## config.mk

```make
export PLATFORM = sky130hd
export DESIGN_NAME = pipe_skid_register
export DESIGN_NICKNAME = d
export VERILOG_FILES = /design/src/rtl/pipe_skid_register.sv
export SDC_FILE = /design/constraint.sdc
export NUM_CORES = 1
export LEC_CHECK = 0
export BUFFER_PORTS_ARGS = -buffer_cell sky130_fd_sc_hd__buf_2
export CAP_MARGIN = 20
export CELL_PAD_IN_SITES_DETAIL_PLACEMENT = 1
export CELL_PAD_IN_SITES_GLOBAL_PLACEMENT = 1
export CORE_UTILIZATION = 42
export DETAILED_ROUTE_END_ITERATION = 16
export GPL_ROUTABILITY_DRIVEN = 1
export PLACE_DENSITY_LB_ADDON = 0.1
export RECOVER_POWER = 25
export SYNTH_ARGS = -nofsm -noshare
export SYNTH_HDL_FRONTEND = slang
export SYNTH_SLANG_ARGS = --single-unit
```

## constraint.sdc

```tcl
create_clock -name clk -period 2 [get_ports clk]
set_clock_uncertainty 0.05 [all_clocks]
set_input_delay 0.2 -clock clk [delete_from_list [all_inputs] [get_ports clk]]
set_output_delay 0.2 -clock clk [all_outputs]
set_load 0.01 [all_outputs]
```

## src/rtl/pipe_skid_register.sv

```systemverilog
// rtl/pipe_skid_register.sv - elastic pipeline register with two-entry skid buffer
module pipe_skid_register #(
    parameter int            N         = 32,
    parameter logic [N-1:0]  FLUSH_VAL = '0
) (
    input  logic          clk,
    input  logic          rst,
    input  logic          in_valid,
    output logic          in_ready,
    input  logic [N-1:0]  in_data,
    output logic          out_valid,
    input  logic          out_ready,
    output logic [N-1:0]  out_data,
    input  logic          flush,
    output logic [1:0]    occupancy
);

    typedef enum logic [1:0] {
        EMPTY = 2'd0,
        ONE   = 2'd1,
        TWO   = 2'd2
    } state_t;

    state_t          state;
    logic [N-1:0]    main_data;
    logic [N-1:0]    skid_data;
    logic            main_vld;
    logic            skid_vld;
    logic            accept;
    logic            emit;

    // Handshake outputs decode only registered valid bits, so no
    // combinational path exists from out_ready to in_ready.
    assign in_ready  = ~skid_vld;
    assign out_valid = main_vld;
    assign out_data  = main_data;
    assign occupancy = {skid_vld, main_vld & ~skid_vld};

    assign accept = in_valid & in_ready;
    assign emit   = out_valid & out_ready;

    always_ff @(posedge clk or negedge rst) begin
        if (!rst) begin
            state     <= EMPTY;
            main_data <= FLUSH_VAL;
            skid_data <= FLUSH_VAL;
            main_vld  <= 1'b0;
            skid_vld  <= 1'b0;
        end else if (flush) begin
            state     <= EMPTY;
            main_data <= FLUSH_VAL;
            skid_data <= FLUSH_VAL;
            main_vld  <= 1'b0;
            skid_vld  <= 1'b0;
        end else begin
            case (state)
                EMPTY: begin
                    if (accept) begin
                        state     <= ONE;
                        main_data <= in_data;
                        main_vld  <= 1'b1;
                    end
                end
                ONE: begin
                    if (accept && !emit) begin
                        state     <= TWO;
                        skid_data <= in_data;
                        skid_vld  <= 1'b1;
                    end else if (accept && emit) begin
                        main_data <= in_data;
                    end else if (emit) begin
                        state     <= EMPTY;
                        main_data <= FLUSH_VAL;
                        main_vld  <= 1'b0;
                    end
                end
                TWO: begin
                    // in_ready is low here, so only the drain path exists
                    if (emit) begin
                        state     <= ONE;
                        main_data <= skid_data;
                        skid_data <= FLUSH_VAL;
                        skid_vld  <= 1'b0;
                    end
                end
                default: begin
                    state     <= EMPTY;
                    main_data <= FLUSH_VAL;
                    skid_data <= FLUSH_VAL;
                    main_vld  <= 1'b0;
                    skid_vld  <= 1'b0;
                end
            endcase
        end
    end

endmodule

```

* Yosys cells after proc, flatten, opt, wreduce, memory -nomap -nowiden
Index checks and enable logic that the tools add are counted.
** Word-level totals
- Input bits :: 37
- Output and inout bits :: 36
- Flip-flop bits (word level) :: 68
- Logic and storage cells :: 56
** Operators by class
- Bitwise logic cells :: 4
- Muxes and demuxes :: 26
- Reductions and logical operators :: 8
- Equal/unequal tests :: 13
** Operator list (number)
- 2-to-1 mux 32 bit :: 8
- one-hot mux 32 bit (3 select lines) :: 2
- inequality test 3 bit (second input constant) :: 6
- 2-to-1 mux 2 bit :: 6
- inequality test 4 bit (second input constant) :: 3
- AND reduction 4 bit :: 2
- 2-to-1 mux 1 bit :: 7
- one-hot mux 1 bit (3 select lines) :: 2
- one-hot mux 2 bit (3 select lines) :: 1
- AND reduction 5 bit :: 1
- inequality test 2 bit (second input constant) :: 2
- AND 1 bit :: 3
- AND reduction 3 bit :: 1
- == test 2 x 1 -> 1 bit (second input constant) :: 1
- == test 2 bit (second input constant) :: 1
- logical AND 1 bit :: 2
- zero test 2 bit :: 1
- zero test 1 bit :: 1
- inverter 1 bit :: 1

* Longest topological paths before layout
Gate-level depths: netlist of run 1.
- Word-level depth :: 7
- Depth in mapped cells :: 7
- Gate-level depth less buffers :: 4

* Worst setup path after synthesis of run 1
OpenSTA, ideal clock, no wires.
- Kind :: register to register
- From :: reg state[1]
- To :: reg main_data[24] (netlist: out_data[24])
- Path slack :: 501 ps
- Cell stages (with the launch flop) :: 8
- Required time :: 1830 ps
- Arrival :: 1329 ps
- Buffers on the path :: 3
- Cells stage by stage :: dfrtp_1 > buf_6 > nor2b_4 > buf_6 > o21a_1 > o21bai_4 > buf_6 > o2bb2ai_2
** Between the ends
- Cells in the longest elaborated chain, start to end :: 3
- Elaborated cells between the ends (all ways) :: 10
- Classes of those cells :: 6 x eq/ne; 2 x mux; 2 x reduce/logical
** Ends and longest elaborated chain
- from (decl) :: RTL line 24 : state_t state;
- from (signal assigned) :: RTL line 44 : state <= EMPTY;
- from (signal assigned) :: RTL line 50 : state <= EMPTY;
- from (signal assigned) :: RTL line 59 : state <= ONE;
- == test 2 x 1 -> 1 bit, or another cell as far along :: RTL line 56 : case (state)
- inequality test 4 bit (no source line), or another cell as far along
- AND reduction 4 bit (no source line) or 2-to-1 mux 32 bit (tied branches)
- to (signal assigned) :: RTL line 60 : main_data <= in_data;
- to (signal assigned) :: RTL line 70 : main_data <= in_data;
- to (signal assigned) :: RTL line 81 : main_data <= skid_data;
- to (decl) :: RTL line 25 : logic [N-1:0] main_data;
Several ways; a longest one is shown, not always the timed one.
A chain may end at the register's enable or synchronous reset.

* Worst setup path in the final report of run 1
- From :: reg state[0]
- To :: reg main_data[10] (netlist: out_data[10])
The elaborated chain is that of the path after synthesis.

==> results of run 1 <==
## worst paths after layout
kind / startpoint / end / slack (ns) / depth (start not counted)
max in group asynchronous: rst / skid_data[23]$_DFFE_PN0P_ / 0.56 / 3
min reg2reg: out_data[8]$_DFFE_PN0P_ / out_data[8]$_DFFE_PN0P_ / 0.44 / 1
min in group asynchronous: rst / out_data[13]$_DFFE_PN0P_ / 0.33 / 2
max: state[0]$_DFFE_PN0P_ / out_data[10]$_DFFE_PN0P_ / 0.25 / 5
min: in_data[7] / skid_data[7]$_DFFE_PN0P_ / 0.04 / 2
max reg2reg: state[0]$_DFFE_PN0P_ / out_data[10]$_DFFE_PN0P_ / 0.25 / 5
## sequential cells by signal, summed over array words and instances (netlist names)
name       count
state          2
out_valid      1
skid_vld       1
out_data      32
skid_data     32
## synthesized netlist by cell type (all sizes together)
master   count  share of area
o21a         1         0.0025
clkbuf       2         0.0025
o21bai       3          0.011
buf         20          0.055
nor3b        1         0.0062
and2         1         0.0029
nand3        1         0.0017
o2bb2ai     32           0.11
o21ai        1         0.0029
nor2b        3         0.0087
a22o        32          0.093
nand3b       1         0.0025
nand4b       1         0.0029
a21o         2         0.0050
nand2        4         0.0050
a22oi       32          0.080
inv          1         0.0012
nor3         3          0.010
dfrtp       68           0.57
nor2         1         0.0012
nand2b       2         0.0067
a21oi        7          0.018
## what timing repair did
item / CTS / global route
setup endpoints to repair: 0 / 0
setup buffers: 0 / 0
hold buffers: 1 / 0
hold endpoints to repair: 23 / 0
## metal layers
metal  GRT usage  up-vias  wire, um
met5           0        -         0
met4     0.08788        0       126
met3     0.03810       12       388
met2      0.3225       67      3429
met1      0.3255     1124      3509
li1            -     1011         -
## critical path, stage by stage, from the launching register on
cell and delay (ns):
dfrtp_1 0.53, nor2b_1 0.23, o21a_1 0.24, o21bai_4 0.12, buf_4 0.32, o2bb2ai_1 0.13
## power groups by stage
stage               Sequential (mW)  Combinational, mW  Clock, mW
global route                   1.57              0.696       1.36
CTS                            1.55              0.650       1.30
floorplan                      1.59              0.369          0
detailed placement             1.58              0.645          0
global placement               1.57              0.635          0
finish                         1.55              0.632       1.27
## cell type report
type	instances	area, sq um
multi-input cells	128	1127
well taps	96	120.1
fillers	735	3187
clock inverters	7	97.59
inverters	1	3.754
repair buffers	87	508.0
clock buffers	9	123.9
flip-flops and latches	68	1702
## stage by stage
step           cells  instance area [sq um]  setup slack (ns)    util  total power [mW]
2_1_floorplan    219                   3005            0.5006       -             1.957
3_3_place_gp     379                   3481            0.3094  0.5067             2.208
3_5_place_dp     379                   3481            0.2590  0.5067             2.221
4_1_cts          396                   3712            0.2332  0.5404             3.500
5_1_grt          396                   3682            0.1387  0.5361             3.624
6_report         396                   3682            0.2533  0.5361             3.457
## cell families (layout without fill, tap and decap cells)
| family | Yosys count | in the layout |
|---|---|---|
| AND/OR/NAND/NOR | 18 | 18 |
| flip-flops | 68 | 68 |
| buffers and inverters | 23 | 104 |
| AO/OA/AOI/OAI | 110 | 110 |
==> impl_metrics.toml, run 1 <==
[status]
status = "complete, no violations"

[grt]
grt_start_max_net_pins = 26
track_usage = 0.2204
grt_pass1_wl_um = 12490
grt_pass1_vias = 2383
antenna_found_initial = 0
overflow = 0

[worst_setup_path]
cp_max_fo = 24
end_kind = "flip-flop"
path_class = "flip-flop to flip-flop"
cp.required_ns = 2.17
critPathArrivalTime_ns = 1.91
startpoint_type = "flip-flop"

[yosys]
yosys.area_share.simple = 0.04829
syn_nets = 256
synthXorXnorAreaFrac = 0
postSynthAreaPerCell_sq_um = 13.72
synth_cell_types = 32
synth_fa_ha_area_frac = 0
ys_seq_area_frac = 0.5662
synth_top_family_by_area = "compound AO/OA/AOI/OAI gates"
syn_inst = 219
yosysWarnings = 0
synth_mux_area_frac = 0
syn-cell-area_sq_mm = 0.003005
synth-seq-cells = 68
synth-compound-area-share = 0.3268

[timing]
tightest_slew_ns = 0.5995
setup_viol = 0
fin_setup_tns_ns = 0
period_needed_ns = 1.747
finalCritPeriodShare = 0.8734
fmax_mhz = 572.5
rsz0062_at_grt = "no"
slew_violations = 0
slew_headroom = 0.6003
final-hold-violation-count = 0
holdWs_ns = 0.03747

[power_and_ir_drop]
leakagePower_nw = 1.815
power_switching_mw = 1.012
p_per_area_mw_per_mm2 = 938.7
internal-power_mw = 2.444
combPwrFrac = 0.183
swShare = 0.2929
seq_power_share = 0.449
clkPwrFrac = 0.368
irDropWorstVdd_uv = 499.0

[route]
via_per_inst = 5.591
routedWlPerCell_um = 18.82
num_vias = 2214
ant_nets = 0
drt-initial-drc-count = 127
drt-total-wl_um = 7454
drt_pass1_iterations = 4
drcViolationCount = 0

[min_path]
hp-class = "input pin to flip-flop"

[clock_tree]
insertion_delay_ns = 0.34
h-tree-depth = 3
clockRootBuffer = "clkbuf_8"
ctsResizeCount = 0
cts_buffer_depth = 2
cts.clk_slew.worst_paths_ns = 0.08
numCtsBuffers = 9
cts.sinks = 68
cts_tree = "done"

[floorplan]
core.rowCount = 30
die_y_um = 86.59
ios = 73
core_sq_mm = 0.006869
initial_core_util = 0.4375
dieArea_sq_mm = 0.007498
die_x_um = 86.59

[placed_design]
gp_congestion = 0.7165
port_buffers = 72
hpwl_um = 4938

[job]
maxCapViolCount = 0

[layout]
drive_above_1_share = 0.4100
n_antenna_cell = 0
nNetsFinal = 332
layout_commonest_cell = "buf_2"
final_cell_mix = "buf_2 (72), dfrtp_1 (68), a22oi_1 (32), a22o_1 (32), o2bb2ai_1 (22)"
area_growth_pct = 22.52
Power figures use the tool's default switching activity.
==> inputs of run 2 (changes only) <==
BUFFER_PORTS_ARGS = default   (was -buffer_cell sky130_fd_sc_hd__buf_2)
CORE_UTILIZATION = 54   (was 42)
DONT_BUFFER_PORTS = 1   (was default)
clock period = 2.3 ns   (was 2 ns; I/O delays follow)
==> run 2 against run 1 <==
Cell count decreased by 18%. Global-route usage increased by 7.6 points. Critical path depth is the same. Sequential power is 9.7% lower. Power shrank 17%. Non-clock buffer count fell by 46. Combinational power fell by 28%. First-iteration DRC count grew 100%. Hold slack worse by 0.0064 ns. Wire length increased by 9.2%. Via count shrank 2.2%. Critical endpoint is now out_data[5]$_DFFE_PN0P_.
==> impl_metrics.toml, run 2 (same netlist as run 1, synthesis figures left out) <==
[power_and_ir_drop]
power_mw = 2.860
irDropWorstVdd_uv = 441.4
leakagePower_nw = 1.583
p_per_area_mw_per_mm2 = 808.8

[route]
wl_met1_um = 3435
top_layer_used = "met4"
num_vias = 2165
drt-initial-drc-count = 255
drcViolationCount = 0
dr_wl_met2_um = 3961
routedWlPerCell_um = 25.13
via_per_inst = 6.682
ant_nets = 0
drt_pass1_iterations = 4
dr_wl_met3_um = 553
drt-total-wl_um = 8143

[worst_setup_path]
end_kind = "flip-flop"
cp_max_fo = 20
path_class = "flip-flop to flip-flop"
critPathSlowestCell = "dfrtp_1"
cp.required_ns = 2.50
crit_chain = "nor2b_1 > o21ai_2 > a21oi_4 > buf_12 > o2bb2ai_1"
critPathArrivalTime_ns = 2.10
timing.rr.start = "state[0]$_DFFE_PN0P_"
crit_start = "state[0]$_DFFE_PN0P_"
cp_slowest_stage_delay_ns = 0.56
startpoint_type = "flip-flop"
r2r_slack_ns = 0.40

[floorplan]
die_y_um = 76.60
die_x_um = 76.60
dieArea_sq_mm = 0.005868
ios = 73
initial_core_util = 0.5738
core.rowCount = 26
core_sq_mm = 0.005238

[clock_tree]
cts_tree = "done"
clockRootBuffer = "clkbuf_8"
insertion_delay_ns = 0.33
cts.sinks = 68
postCtsSetupRepairBufs = 0
h-tree-depth = 3
cts_buffer_depth = 2
ctsResizeCount = 0
numCtsBuffers = 9
cts.clk_slew.worst_paths_ns = 0.08

[placed_design]
port_buffers = 0
hpwl_um = 4366
placedCellCount = 274
gp_congestion = 0.7895

[grt]
grt_pass1_wl_um = 13300
grt_pass1_vias = 2382
grt_start_max_net_pins = 69
track_usage = 0.2962
overflow = 0
antenna_found_initial = 0

[layout]
drive_above_1_share = 0.1732
area_growth_pct = 17.65
layout.cells.non_filler = 324
layout_commonest_cell = "dfrtp_1"
multi_input_area_sq_mm = 0.001127
fill_cells = 502
final_cell_mix = "dfrtp_1 (68), dlygate4sd3_1 (33), a22oi_1 (32), a22o_1 (32), o2bb2ai_1 (22)"
ff_latch_area_sq_mm = 0.001702
nNetsFinal = 286
n_antenna_cell = 0

[timing]
setup_viol = 0
fin_setup_tns_ns = 0
holdWs_ns = 0.03108
rsz0062_at_grt = "no"
finalCritPeriodShare = 0.8248
slew_headroom = 0.001649
slew_violations = 0
final-hold-violation-count = 0
tightest_slew_ns = 1.498
fmax_mhz = 527.1
period_needed_ns = 1.897

[status]
status = "complete, no violations"

[min_path]
holdCritStartpoint = "in_data[4]"
hp-class = "input pin to flip-flop"

[job]
maxCapViolCount = 0
run 2: final cells by class:
cell class / instances / area share
tap: 70 / 0.02477
multi-input combinational: 128 / 0.3188
clock buffer: 12 / 0.04388
sequential: 68 / 0.4812
clock inverter: 4 / 0.01345
inverter: 1 / 0.001062
timing repair buffer: 41 / 0.1168
run 2: layer usage:
layer,vias up,GRT usage
li1,922,-
met1,1130,0.3816
met2,95,0.4667
met3,18,0.07665
met4,0,0.1423
met5,-,0
run 2: where the power goes:
part | switching [mW] | internal (mW)
sequential | 0.115 | 1.28
combinational | 0.267 | 0.188
clock | 0.451 | 0.557
total | 0.833 | 2.03
run 2: critical path: cells and delay by family, from the launching register on:
| kind | cells | cell delay, ns |
|---|---|---|
| AOI/OAI and AO/OA | 3 | 0.66 |
| buffers and inverters | 1 | 0.24 |
| DFF | 1 | 0.56 |
| and+or+nand+nor | 1 | 0.29 |
run 2: worst paths after layout:
kind,endpoint,cells past startpoint
setup reg to reg,out_data[5]$_DFFE_PN0P_,5
max in group asynchronous,out_data[5]$_DFFE_PN0P_,2
setup / recovery,out_data[5]$_DFFE_PN0P_,5
min in group asynchronous,skid_data[11]$_DFFE_PN0P_,2
hold / removal,out_data[4]$_DFFE_PN0P_,2
hold reg to reg,skid_data[27]$_DFFE_PN0P_,1
run 2: through the flow:
step | instance area (sq um) | util | setup WS (ns)
after floorplan | 3005 | - | 0.8006
after global placement | 2998 | 0.5724 | 0.5880
after detailed placement | 2998 | 0.5724 | 0.4783
after CTS | 3558 | 0.6794 | 0.4679
after global routing | 3536 | 0.6751 | 0.1915
final | 3536 | 0.6751 | 0.4030
run 2: timing repair:
action | 4_1_cts | 5_1_grt
hold buffers | 34 | 0
setup endpoints to repair | 0 | 0
hold endpoints to repair | 102 | 0
==> inputs of run 3 (changes only) <==
CORE_UTILIZATION = 50   (was 54)
clock period = 1.9 ns   (was 2.3 ns; I/O delays follow)
==> run 3 against run 2 <==
Sequential power is 21% higher. Sequential share of layout area fell by 0.56 points. Wire length down 0.85%. Utilization shrank 4.1 points. Die area is 7.8% higher. Via count is essentially flat. Critical path depth unchanged. Critical path type unchanged. Critical endpoint is now out_data[13]$_DFFE_PN0P_. Largest power group unchanged. Highest routed layer unchanged.
==> impl_metrics.toml, run 3 (same netlist as run 1, synthesis figures left out) <==
[worst_setup_path]
end_kind = "flip-flop"
cp.required_ns = 2.10
cp_slowest_stage_delay_ns = 0.58
crit_chain = "nor2b_1 > o21a_1 > o21bai_4 > buf_4 > o2bb2ai_1"
path_class = "flip-flop to flip-flop"
path_buf_inv = 1
startpoint_type = "flip-flop"
cp_max_fo = 17
cp_top_family = "flip-flops"
critPathSlowestCell = "dfrtp_1"
critPathArrivalTime_ns = 1.91

[grt]
overflow = 0
grt_start_max_net_pins = 69
grt_pass1_vias = 2464
track_usage = 0.2759
antenna_found_initial = 0
grt_pass1_wl_um = 12930

[layout]
final_cell_mix = "dfrtp_1 (68), dlygate4sd3_1 (35), a22oi_1 (32), a22o_1 (32), o2bb2ai_1 (22)"
drive_above_1_share = 0.1885
nNetsFinal = 292
area_growth_pct = 19.03
n_antenna_cell = 0
layout.cells.non_filler = 332
layout_commonest_cell = "dfrtp_1"

[clock_tree]
cts.sinks = 68
h-tree-depth = 3
insertion_delay_ns = 0.33
cts_buffer_depth = 2
cts_tree = "done"
numCtsBuffers = 9
cts.clk_slew.worst_paths_ns = 0.08
clockRootBuffer = "clkbuf_8"

[power_and_ir_drop]
p_per_area_mw_per_mm2 = 961.7
irDropWorstVdd_uv = 559.8
leakagePower_nw = 1.603

[route]
drt_pass1_iterations = 4
routedWlPerCell_um = 24.32
drt-initial-drc-count = 186
via_per_inst = 6.515
drcViolationCount = 0
ant_nets = 0
drt-total-wl_um = 8074
num_vias = 2163

[timing]
period_needed_ns = 1.714
setup_viol = 0
finalWorstSetupSlack_ns = 0.1865
slew_headroom = 0.3870
tightest_slew_ns = 0.9195
fmax_mhz = 583.6
rsz0062_at_grt = "no"
finalCritPeriodShare = 0.9018
slew_violations = 0
holdWs_ns = 0.01534
fin_setup_tns_ns = 0
final-hold-violation-count = 0

[placed_design]
port_buffers = 0
place_ws_ns = 0.2292
hpwl_um = 4665
gp_congestion = 0.7377
placedCellCount = 280

[floorplan]
core.rowCount = 27
initial_core_util = 0.5327
die_x_um = 79.53
die_y_um = 79.53
dieArea_sq_mm = 0.006325
core_sq_mm = 0.005642
ios = 73

[min_path]
hp-class = "input pin to flip-flop"

[job]
maxCapViolCount = 0

[status]
status = "complete, no violations"
==> run 3: final timing paths <==
check,from,endpoint,slack [ns],depth (start not counted)
worst max-delay path,state[0]$_DFFE_PN0P_,out_data[13]$_DFFE_PN0P_,0.19,5
worst min-delay path,in_data[11],out_data[11]$_DFFE_PN0P_,0.02,2
worst max register to register,state[0]$_DFFE_PN0P_,out_data[13]$_DFFE_PN0P_,0.19,5
worst min register to register,skid_data[0]$_DFFE_PN0P_,skid_data[0]$_DFFE_PN0P_,0.46,1
max in group asynchronous,rst,skid_vld$_DFFE_PN0P_,0.67,2
min in group asynchronous,rst,skid_data[17]$_DFFE_PN0P_,0.53,2
==> run 3: power breakdown <==
part           switching [mW]  internal [mW]  leakage, nW
clock                   0.556          0.639       0.0983
combinational           0.322          0.233        0.573
sequential              0.137           1.55        0.931
total                    1.02           2.42         1.60
==> run 3: area by class of cell <==
class,count,area (sq um)
Tap cell,72,90.09
Sequential cell,68,1702
Clock buffer,10,137.6
Multi-Input combinational cell,128,1127
Timing Repair Buffer,47,452.9
Clock inverter,6,63.81
Inverter,1,3.754
Fill cell,540,2064
==> run 3: metal layers <==
| metal | track usage | share of wire | vias up |
|---|---|---|---|
| met1 | 0.3363 | 0.42 | 1139 |
| met5 | 0 | 0 | - |
| li1 | - | - | 934 |
| met4 | 0.1236 | 0.020 | 0 |
| met3 | 0.06743 | 0.059 | 15 |
| met2 | 0.4607 | 0.50 | 75 |
==> run 3: per-stage QoR <==
stage / util / total power [mW] / instance area [sq um]
after floorplan: - / 2.060 / 3005
after global placement: 0.5349 / 2.135 / 3018
after detailed placement: 0.5349 / 2.170 / 3018
after CTS: 0.6376 / 3.482 / 3597
after global routing: 0.6341 / 3.589 / 3577
final: 0.6341 / 3.440 / 3577
==> run 3: repair_timing <==
item / 4_1_cts / 5_1_grt
buffers inserted: 0 / 0
hold endpoints to repair: 114 / 0
gates resized for setup: 0 / 0
hold buffers: 36 / 0
